File: src/rtl/ce_timebase_pkg.sv
// Shared types and elaboration helpers for the clock-enable timebase.
package ce_timebase_pkg;

    typedef enum logic {
        IDLE = 1'b0,
        RUN  = 1'b1
    } tmr_state_e;

    localparam int unsigned HZ_PER_MHZ     = 1000000;
    localparam int unsigned DEFAULT_FCLK   = 50000000;

    function automatic int unsigned calc_div_us(input int unsigned fclk);
        return fclk / HZ_PER_MHZ;
    endfunction

    localparam int unsigned DEFAULT_DIV_US = calc_div_us(DEFAULT_FCLK);

    // Counter width for a 0..n-1 range; never returns 0 so DIV=1 still gets a register.
    function automatic int unsigned clog2_min1(input int unsigned n);
        return (n <= 2) ? 1 : $clog2(n);
    endfunction

endpackage

File: src/rtl/ce_timebase_if.sv
// Control/status bundle between the timebase and its consumer.
interface ce_timebase_if #(
    parameter int unsigned PW = 16
);
    logic          en;
    logic          sync_clr;
    logic          ce1us;
    logic          ce1ms;
    logic          ce1s;
    logic [PW-1:0] tmr_period;
    logic          tmr_start;
    logic          tmr_stop;
    logic          tmr_mode;
    logic          tmr_busy;
    logic          tmr_tick;
    logic          tmr_err;

    modport master (
        output en, sync_clr, tmr_period, tmr_start, tmr_stop, tmr_mode,
        input  ce1us, ce1ms, ce1s, tmr_busy, tmr_tick, tmr_err
    );

    modport slave (
        input  en, sync_clr, tmr_period, tmr_start, tmr_stop, tmr_mode,
        output ce1us, ce1ms, ce1s, tmr_busy, tmr_tick, tmr_err
    );
endinterface

File: src/rtl/ce_timebase_prescaler.sv
// Modulo-DIV up-counter; wrap is combinational so the next tier can advance on the same edge.
module ce_prescaler
    import ce_timebase_pkg::*;
#(
    parameter int unsigned DIV = 2
) (
    input  logic clk,
    input  logic rst_n,
    input  logic clr,
    input  logic adv,
    output logic wrap
);
    localparam int unsigned W    = clog2_min1(DIV);
    localparam logic [W-1:0] LAST = W'(DIV - 1);

    logic [W-1:0] cnt_q;
    logic [W-1:0] cnt_d;

    assign wrap = adv && !clr && (cnt_q == LAST);

    always_comb begin
        cnt_d = cnt_q;
        if (clr) begin
            cnt_d = '0;
        end else if (adv) begin
            cnt_d = (cnt_q == LAST) ? '0 : cnt_q + 1'b1;
        end
    end

    always_ff @(posedge clk or negedge rst_n) begin
        if (!rst_n) begin
            cnt_q <= '0;
        end else begin
            cnt_q <= cnt_d;
        end
    end
endmodule

File: src/rtl/ce_timebase.sv
// Cascaded 1us/1ms/1s strobe generator plus a millisecond interval timer.
//   state | meaning
//   IDLE  | timer stopped, busy low
//   RUN   | counting ce1ms strobes down from the loaded period
module ce_timebase
    import ce_timebase_pkg::*;
#(
    parameter int unsigned FCLK      = DEFAULT_FCLK,
    parameter int unsigned US_PER_MS = 1000,
    parameter int unsigned MS_PER_S  = 1000,
    parameter int unsigned PW        = 16
) (
    input  logic         clk,
    input  logic         rst_n,
    ce_timebase_if.slave bus
);
    localparam int unsigned DIV_US = calc_div_us(FCLK);

    if ((FCLK % HZ_PER_MHZ) != 0 || DIV_US == 0) begin : g_bad_fclk
        $error("ce_timebase: FCLK must be a non-zero multiple of 1 MHz");
    end

    logic adv_us;
    logic wrap_us;
    logic wrap_ms;
    logic wrap_s;

    assign adv_us = bus.en && !bus.sync_clr;

    ce_prescaler #(.DIV(DIV_US)) u_pre_us (
        .clk  (clk),
        .rst_n(rst_n),
        .clr  (bus.sync_clr),
        .adv  (adv_us),
        .wrap (wrap_us)
    );

    ce_prescaler #(.DIV(US_PER_MS)) u_pre_ms (
        .clk  (clk),
        .rst_n(rst_n),
        .clr  (bus.sync_clr),
        .adv  (wrap_us),
        .wrap (wrap_ms)
    );

    ce_prescaler #(.DIV(MS_PER_S)) u_pre_s (
        .clk  (clk),
        .rst_n(rst_n),
        .clr  (bus.sync_clr),
        .adv  (wrap_ms),
        .wrap (wrap_s)
    );

    logic ce1us_q;
    logic ce1ms_q;
    logic ce1s_q;

    always_ff @(posedge clk or negedge rst_n) begin
        if (!rst_n) begin
            ce1us_q <= 1'b0;
            ce1ms_q <= 1'b0;
            ce1s_q  <= 1'b0;
        end else begin
            ce1us_q <= wrap_us;
            ce1ms_q <= wrap_ms;
            ce1s_q  <= wrap_s;
        end
    end

    tmr_state_e    state_q, state_d;
    logic [PW-1:0] rem_q, rem_d;
    logic          busy_q, busy_d;
    logic          tick_q, tick_d;
    logic          err_q, err_d;

    // Priority: stop, then start/retrigger, then the registered ce1ms countdown.
    always_comb begin
        state_d = state_q;
        rem_d   = rem_q;
        tick_d  = 1'b0;
        err_d   = 1'b0;
        if (bus.tmr_stop) begin
            state_d = IDLE;
        end else if (bus.tmr_start) begin
            if (bus.tmr_period == '0) begin
                state_d = IDLE;
                err_d   = 1'b1;
            end else begin
                state_d = RUN;
                rem_d   = bus.tmr_period;
            end
        end else if (state_q == RUN && ce1ms_q) begin
            if (rem_q != PW'(1)) begin
                rem_d = rem_q - 1'b1;
            end else begin
                tick_d = 1'b1;
                if (!bus.tmr_mode) begin
                    state_d = IDLE;
                end else begin
                    rem_d = bus.tmr_period;
                    if (bus.tmr_period == '0) begin
                        state_d = IDLE;
                        err_d   = 1'b1;
                    end
                end
            end
        end
        busy_d = (state_d == RUN);
    end

    always_ff @(posedge clk or negedge rst_n) begin
        if (!rst_n) begin
            state_q <= IDLE;
            rem_q   <= '0;
            busy_q  <= 1'b0;
            tick_q  <= 1'b0;
            err_q   <= 1'b0;
        end else begin
            state_q <= state_d;
            rem_q   <= rem_d;
            busy_q  <= busy_d;
            tick_q  <= tick_d;
            err_q   <= err_d;
        end
    end

    assign bus.ce1us    = ce1us_q;
    assign bus.ce1ms    = ce1ms_q;
    assign bus.ce1s     = ce1s_q;
    assign bus.tmr_busy = busy_q;
    assign bus.tmr_tick = tick_q;
    assign bus.tmr_err  = err_q;
endmodule

File: src/flat_wrapper.sv
// flat-port wrapper written by rule: the top's interface ports become plain ports
module ce_timebase_flat import ce_timebase_pkg::*;
#(
    parameter int unsigned FCLK      = DEFAULT_FCLK,
    parameter int unsigned US_PER_MS = 1000,
    parameter int unsigned MS_PER_S  = 1000,
    parameter int unsigned PW        = 16
)
  (clk, rst_n, bus_en, bus_sync_clr, bus_tmr_period, bus_tmr_start, bus_tmr_stop, bus_tmr_mode, bus_ce1us, bus_ce1ms, bus_ce1s, bus_tmr_busy, bus_tmr_tick, bus_tmr_err);
  ce_timebase_if #(.PW(PW)) bus_i ();
  input  logic clk;
  input  logic rst_n;
  input wire logic [$bits(bus_i.en)-1:0] bus_en;
  input wire logic [$bits(bus_i.sync_clr)-1:0] bus_sync_clr;
  input wire logic [$bits(bus_i.tmr_period)-1:0] bus_tmr_period;
  input wire logic [$bits(bus_i.tmr_start)-1:0] bus_tmr_start;
  input wire logic [$bits(bus_i.tmr_stop)-1:0] bus_tmr_stop;
  input wire logic [$bits(bus_i.tmr_mode)-1:0] bus_tmr_mode;
  output wire logic [$bits(bus_i.ce1us)-1:0] bus_ce1us;
  output wire logic [$bits(bus_i.ce1ms)-1:0] bus_ce1ms;
  output wire logic [$bits(bus_i.ce1s)-1:0] bus_ce1s;
  output wire logic [$bits(bus_i.tmr_busy)-1:0] bus_tmr_busy;
  output wire logic [$bits(bus_i.tmr_tick)-1:0] bus_tmr_tick;
  output wire logic [$bits(bus_i.tmr_err)-1:0] bus_tmr_err;
  assign bus_i.en = bus_en;
  assign bus_i.sync_clr = bus_sync_clr;
  assign bus_i.tmr_period = bus_tmr_period;
  assign bus_i.tmr_start = bus_tmr_start;
  assign bus_i.tmr_stop = bus_tmr_stop;
  assign bus_i.tmr_mode = bus_tmr_mode;
  assign bus_ce1us = bus_i.ce1us;
  assign bus_ce1ms = bus_i.ce1ms;
  assign bus_ce1s = bus_i.ce1s;
  assign bus_tmr_busy = bus_i.tmr_busy;
  assign bus_tmr_tick = bus_i.tmr_tick;
  assign bus_tmr_err = bus_i.tmr_err;
  ce_timebase #(.FCLK(FCLK), .US_PER_MS(US_PER_MS), .MS_PER_S(MS_PER_S), .PW(PW)) u_core (.clk(clk), .rst_n(rst_n), .bus(bus_i));
endmodule
File: config.mk
export PLATFORM = sky130hd
export DESIGN_NAME = ce_timebase_flat
export DESIGN_NICKNAME = d
export VERILOG_FILES = /design/src/rtl/ce_timebase_pkg.sv /design/src/rtl/ce_timebase_if.sv /design/src/rtl/ce_timebase_prescaler.sv /design/src/rtl/ce_timebase.sv /design/src/flat_wrapper.sv
export SDC_FILE = /design/constraint.sdc
export NUM_CORES = 1
export LEC_CHECK = 0
export ABC_AREA = 1
export CAP_MARGIN = 20
export CORE_ASPECT_RATIO = 0.7
export CORE_MARGIN = 2
export CORE_UTILIZATION = 55
export CTS_CLUSTER_DIAMETER = 80
export DETAILED_ROUTE_END_ITERATION = 12
export DONT_BUFFER_PORTS = 1
export PLACE_DENSITY = 0.7
export RECOVER_POWER = 25
export SETUP_SLACK_MARGIN = 0.05
export SLEW_MARGIN = 20
export SYNTH_ARGS = -nofsm -noshare
export SYNTH_HDL_FRONTEND = slang
export SYNTH_SLANG_ARGS = --single-unit
export TNS_END_PERCENT = 20
File: constraint.sdc
create_clock -name clk -period 4.6 [get_ports clk]
set_clock_uncertainty 0.2 [all_clocks]
set_input_delay 0 -clock clk [delete_from_list [all_inputs] [get_ports clk]]
set_output_delay 0 -clock clk [all_outputs]
set_load 0.03 [all_outputs]
### Word-level counts from Yosys, hierarchy flattened

Cells that the tools add are included.

* bits in registers: 48
* input port bits: 23
* word-level logic and storage cells: 71

* add/sub/neg operators: 4
* equal/unequal tests: 7
* mux-type cells: 31
* bitwise logic cells: 1
* reductions and logical operators: 18

Operators by type and width (count)
* 2-to-1 mux 16 bit: 5
* 2-to-1 mux 10 bit: 6
* adder 10 x 1 -> 10 bit (second input constant): 2
* equality test 10 bit (second input constant): 2
* 2-to-1 mux 6 bit: 3
* 2-to-1 mux 1 bit: 17
* logical NOT 16 bit: 1
* != test 16 x 1 -> 1 bit (second input constant): 1
* subtractor 16 x 1 -> 16 bit (second input constant): 1
* logical AND 1 bit: 8
* nonzero test 2 bit: 4
* adder 6 x 1 -> 6 bit (second input constant): 1
* equality test 6 bit (second input constant): 1
* nonzero test 3 bit: 2
* != test 4 x 3 -> 1 bit (second input constant): 1
* AND reduction 4 bit: 1
* != test 3 bit (second input constant): 1
* AND reduction 3 bit: 1
* != test 2 bit (second input constant): 1
* logical NOT 1 bit: 1
* inverter 1 bit: 1

### Longest topological paths before layout

* depth after elaboration: 8
* mapped depth: 13
* depth with buffers taken out: 12

### By module

A second synthesis with hierarchy kept.

* cells, all modules: 492
* area total of the unflattened synthesis: 3355.7 sq um

By module, submodules not included
* ce_timebase: times used 1, cells each 261, area an instance 1700.4 sq um, seq. area each 550.5 sq um
* ce_prescaler (u_core.u_pre_ms ...): times used 2, cells each 91, area an instance 629.4 sq um, seq. area each 250.2 sq um
* ce_prescaler (u_core.u_pre_us): times used 1, cells each 49, area an instance 396.6 sq um, seq. area each 150.1 sq um

### Worst setup path after synthesis

OpenSTA, ideal clock, no wires.

* path type: reg2reg
* start: register u_core.rem_q[1]
* end: register u_core.rem_q[8]
* data arrival time: 1429 ps
* setup slack: 2854 ps
* cell stages (with the launch flop): 13
* buffers on the path: 1
* clock period less this slack: 1746 ps
* path through: dfrtp_1 -> inv_1 -> ha_1 -> inv_1 -> nor2_1 -> nand2_1 -> nor2_1 -> nand3b_2 -> nand2_2 -> nand2_4 -> buf_4 -> nand3_1 -> nand2_1

* word-level cells in the longest chain between the ends: 4
* elaborated cells on any way between the ends: 7
* those cells by class: add/sub: 1; eq/ne: 1; mux: 3; reduce/logical: 2

Ends and longest elaborated chain
* from (decl): RTL line ce_timebase.sv:71 `logic [PW-1:0] rem_q, rem_d;`
* from (signal assigned): RTL line ce_timebase.sv:120 `rem_q <= rem_d;`
* subtractor 16 x 1 -> 16 bit / != test 16 x 1 -> 1 bit (equally long branches): RTL line ce_timebase.sv:94, ce_timebase.sv:93
* 2-to-1 mux 16 bit: RTL line ce_timebase.sv:93 `if (rem_q != PW'(1)) begin`
* 2-to-1 mux 16 bit: RTL line ce_timebase.sv:92 `end else if (state_q == RUN && ce1ms_q) begin`
* 2-to-1 mux 16 bit: RTL line ce_timebase.sv:84 `end else if (bus.tmr_start) begin`

Several ways; a longest one is shown, not always the timed one. The select of a mux whose other input is x is not followed.
A chain may end at the register's enable or synchronous reset.

### Worst setup path after layout

* start: register u_core.rem_q[1]
* end: register u_core.state_q

* word-level cells in the longest chain between the ends: 3

Ends and longest elaborated chain
* != test 16 x 1 -> 1 bit: RTL line ce_timebase.sv:93
* != test 3 bit (no line)
* AND reduction 3 bit (no line)
* to (signal assigned): RTL line ce_timebase.sv:119 `state_q <= state_d;`
* to (decl): RTL line ce_timebase.sv:70 `tmr_state_e state_q, state_d;`

No other way between the ends.

==> results.yml <==
synthesis:
  ys_async_sr_fraction_pct: 100
  yosysTopAreaCellShare_pct: 39.2
  synth_top_area_cell: "dfrtp_1"
  ys.flop_type: "dfrtp_1"
  netlist_top_cells_area: "dfrtp_1 39%, nand2_1 20%, nand3_1 8.2%, nor2_1 7.7%, inv_1 5.3%"
  synthTopCellsByCount: "159 x nand2_1, 63 x nor2_1, 50 x nand3_1"
  synth-seq-cells: 48
  ys_seq_area_share_pct: 39.2
  synthMostInstantiatedCell: "nand2_1"
  syn_inst: 444
  synth.distinct_cells: 33
  synth_edf_count: 0
  netlist_area_sq_um: 3060
  avgSynthCellArea_sq_um: 6.89
  yosysWarningCount: 0
  syn_nets: 473
outcome:
  status: "complete, but fails checks"
  failed_checks: "max-capacitance violations, max-slew violations"
timing:
  setup_violations: 0
  tightestPinTransition_ps: 2650
  whs_ps: 27.3
  hold_violations: 0
  relSlewSlack_pct: -76.8
  drv_slew: 49
  fin_crit_ps: 2900
  setup_slack_ps: 1700
  timing.fmax_ghz: 0.345
  finalSetupTns_ps: 0
  rsz0062_at_grt: "false"
  finalCritPeriodShare_pct: 63.1
pwr:
  p_leak_nw: 1.71
  p_comb_share_pct: 22.2
  clkPwrFrac_pct: 30.1
  p_seq_share_pct: 47.8
  p_per_area_nw_per_um2: 301
  p_sw_share_pct: 32.6
  p_sw_mw: 0.341
  power_mw: 1.05
  p_int_mw: 0.705
  ir_worst_vdd_uv: 177
critical_path:
  worstSetupEndpointType: "flop"
  worstSetupStartpointType: "flop"
  r2r_cells: 13
  critPathMaxFanout: 3
  regToRegSetupSlack_ps: 1700
  cp.required_ps: 4590
  critPathKind: "flop to flop"
  arrival_ps: 2890
detailed_routing:
  via_per_inst: 5.33
  route.detailed.drc: 0
  drt_iter0_markers: 244
  wirelength_um: 7510
  drt_pass1_iterations: 5
  antenna_left: 0
  vias: 2906
  wl_per_cell_um: 13.8
clocking:
  cts_setup_buffers: 0
  ctsResizeCount: 0
  cts_sinks: 48
  ctsRootBufferMaster: "clkbuf_8"
  cts_tree: "yes"
  cts_buffers: 5
  insertion_delay_ps: 300
  htreeDepth: 2
  path_clk_slew_ps: 90
  cts.path.max_buffers: 2
global_route:
  grt-ovfl-total: 0
  antenna_found_initial: 0
  grt_pass1_wl_um: 12700
  first_global_vias: 2659
  grt_max_degree: 49
  grtUsageTotal_pct: 26.5
floorplan:
  die_y_um: 66.4
  rows: 22
  coreArea_sq_um: 5310
  io_pins: 29
  die_x_um: 93.2
  dieArea_sq_um: 6190
  start_util_pct: 57.6
run:
  drv_cap: 1
layout:
  final_area_sq_um: 3470
  antenna_cells: 0
  drive_gt1_share_pct: 4.23
  syn2layout_area_growth_pct: 13.4
  layout.nets: 501
  post-route-util_pct: 65.3
  stdcell_count: 545
placed_design:
  dp_hpwl_um: 5140
  place_area_sq_um: 3100
  gp_congestion: 0.899
  port_buffers: 0
  dp_slack_ps: 2340
  dp.cells: 510
min_path:
  hold_class: "input pin to flop"
  min_path_cells: 5
## power by group through the flow
stage	Combinational [mW]	Clock (mW)	Sequential (mW)
after floorplan	0.165	0	0.497
after global placement	0.195	0	0.506
after detailed placement	0.199	0	0.507
after CTS	0.231	0.318	0.499
after global routing	0.268	0.338	0.504
final	0.232	0.315	0.500
## layout make-up
| class | count | area (sq um) |
|---|---|---|
| tap | 72 | 90.1 |
| clock buffer | 5 | 68.8 |
| timing repair buffer | 27 | 264 |
| sequential | 48 | 1200 |
| multi-input combinational | 344 | 1630 |
| fill | 472 | 1840 |
| clock inverter | 3 | 42.5 |
| inverter | 46 | 178 |
## cells by family after synthesis
logic type | Yosys count | synth area share, %
adders and majority gates | 6 | 2.45
and+or+nand+nor | 293 | 40.6
DFF | 48 | 39.2
AOI/OAI and AO/OA | 27 | 4.95
xor gates and xnor gates | 18 | 5.15
buffers and inverters | 52 | 7.60
## critical path, cell delays in order, from the launching register on
cell           delay [ps]
dfrtp_1               400
inv_1                  80
ha_1                  140
inv_1                  40
nor2_1                 70
nand2_1                60
nor2_1                230
nand2_2               130
nor2_1                140
nand2_1                80
nand3_1                60
dlygate4sd3_1         550
nand2_1                50
dlygate4sd3_1         550
## state kept, by name, indices dropped and copies added (netlist names)
signal / cells
u_core.bus.ce1us: 1
u_core.u_pre_ms.cnt_q: 10
u_core.bus.tmr_err: 1
u_core.u_pre_s.cnt_q: 10
u_core.bus.tmr_tick: 1
u_core.u_pre_us.cnt_q: 6
u_core.bus.ce1s: 1
u_core.rem_q: 16
u_core.state_q: 1
u_core.bus.ce1ms: 1
## layer usage
layer	wire length (um)	part of all wire (%)	vias up	global-route usage [%]
met5	0	0	-	0
met4	89	1.2	0	5.70
met3	728	9.7	15	6.73
met2	3210	43	141	40.3
met1	3480	46	1297	38.4
li1	-	-	1453	-
## cells in the final DEF (no fill, tap or decap), drive strengths merged
master         n
dfrtp         48
a21oi          4
nor2          66
nand2        163
nor3           3
ha             6
nand3         50
xor2          13
or2            1
nand3b         6
dlygate4sd3   26
o21bai         1
clkbuf         6
xnor2          5
nand4          4
o22ai          4
inv           45
o21ai         16
a21boi         1
o211ai         1
clkinvlp       1
bufinv         1
clkinv         2
## timing repair
action / in CTS / in global routing
setup endpoints to repair: 0 / 0
endpoints found under the hold margin: 92 / 0
hold buffers: 27 / 0
## worst paths after layout
path	startpoint	end
max	u_core.rem_q[1]	u_core.state_q
min	bus_tmr_mode	u_core.rem_q[2]
max reg2reg	u_core.rem_q[1]	u_core.state_q
min reg2reg	u_core.u_pre_ms.cnt_q[1]	u_core.u_pre_ms.cnt_q[1]
max in group asynchronous	rst_n	u_core.bus.ce1us
min in group asynchronous	rst_n	u_core.rem_q[8]
No activity file was read; power rests on OpenSTA's default activity.
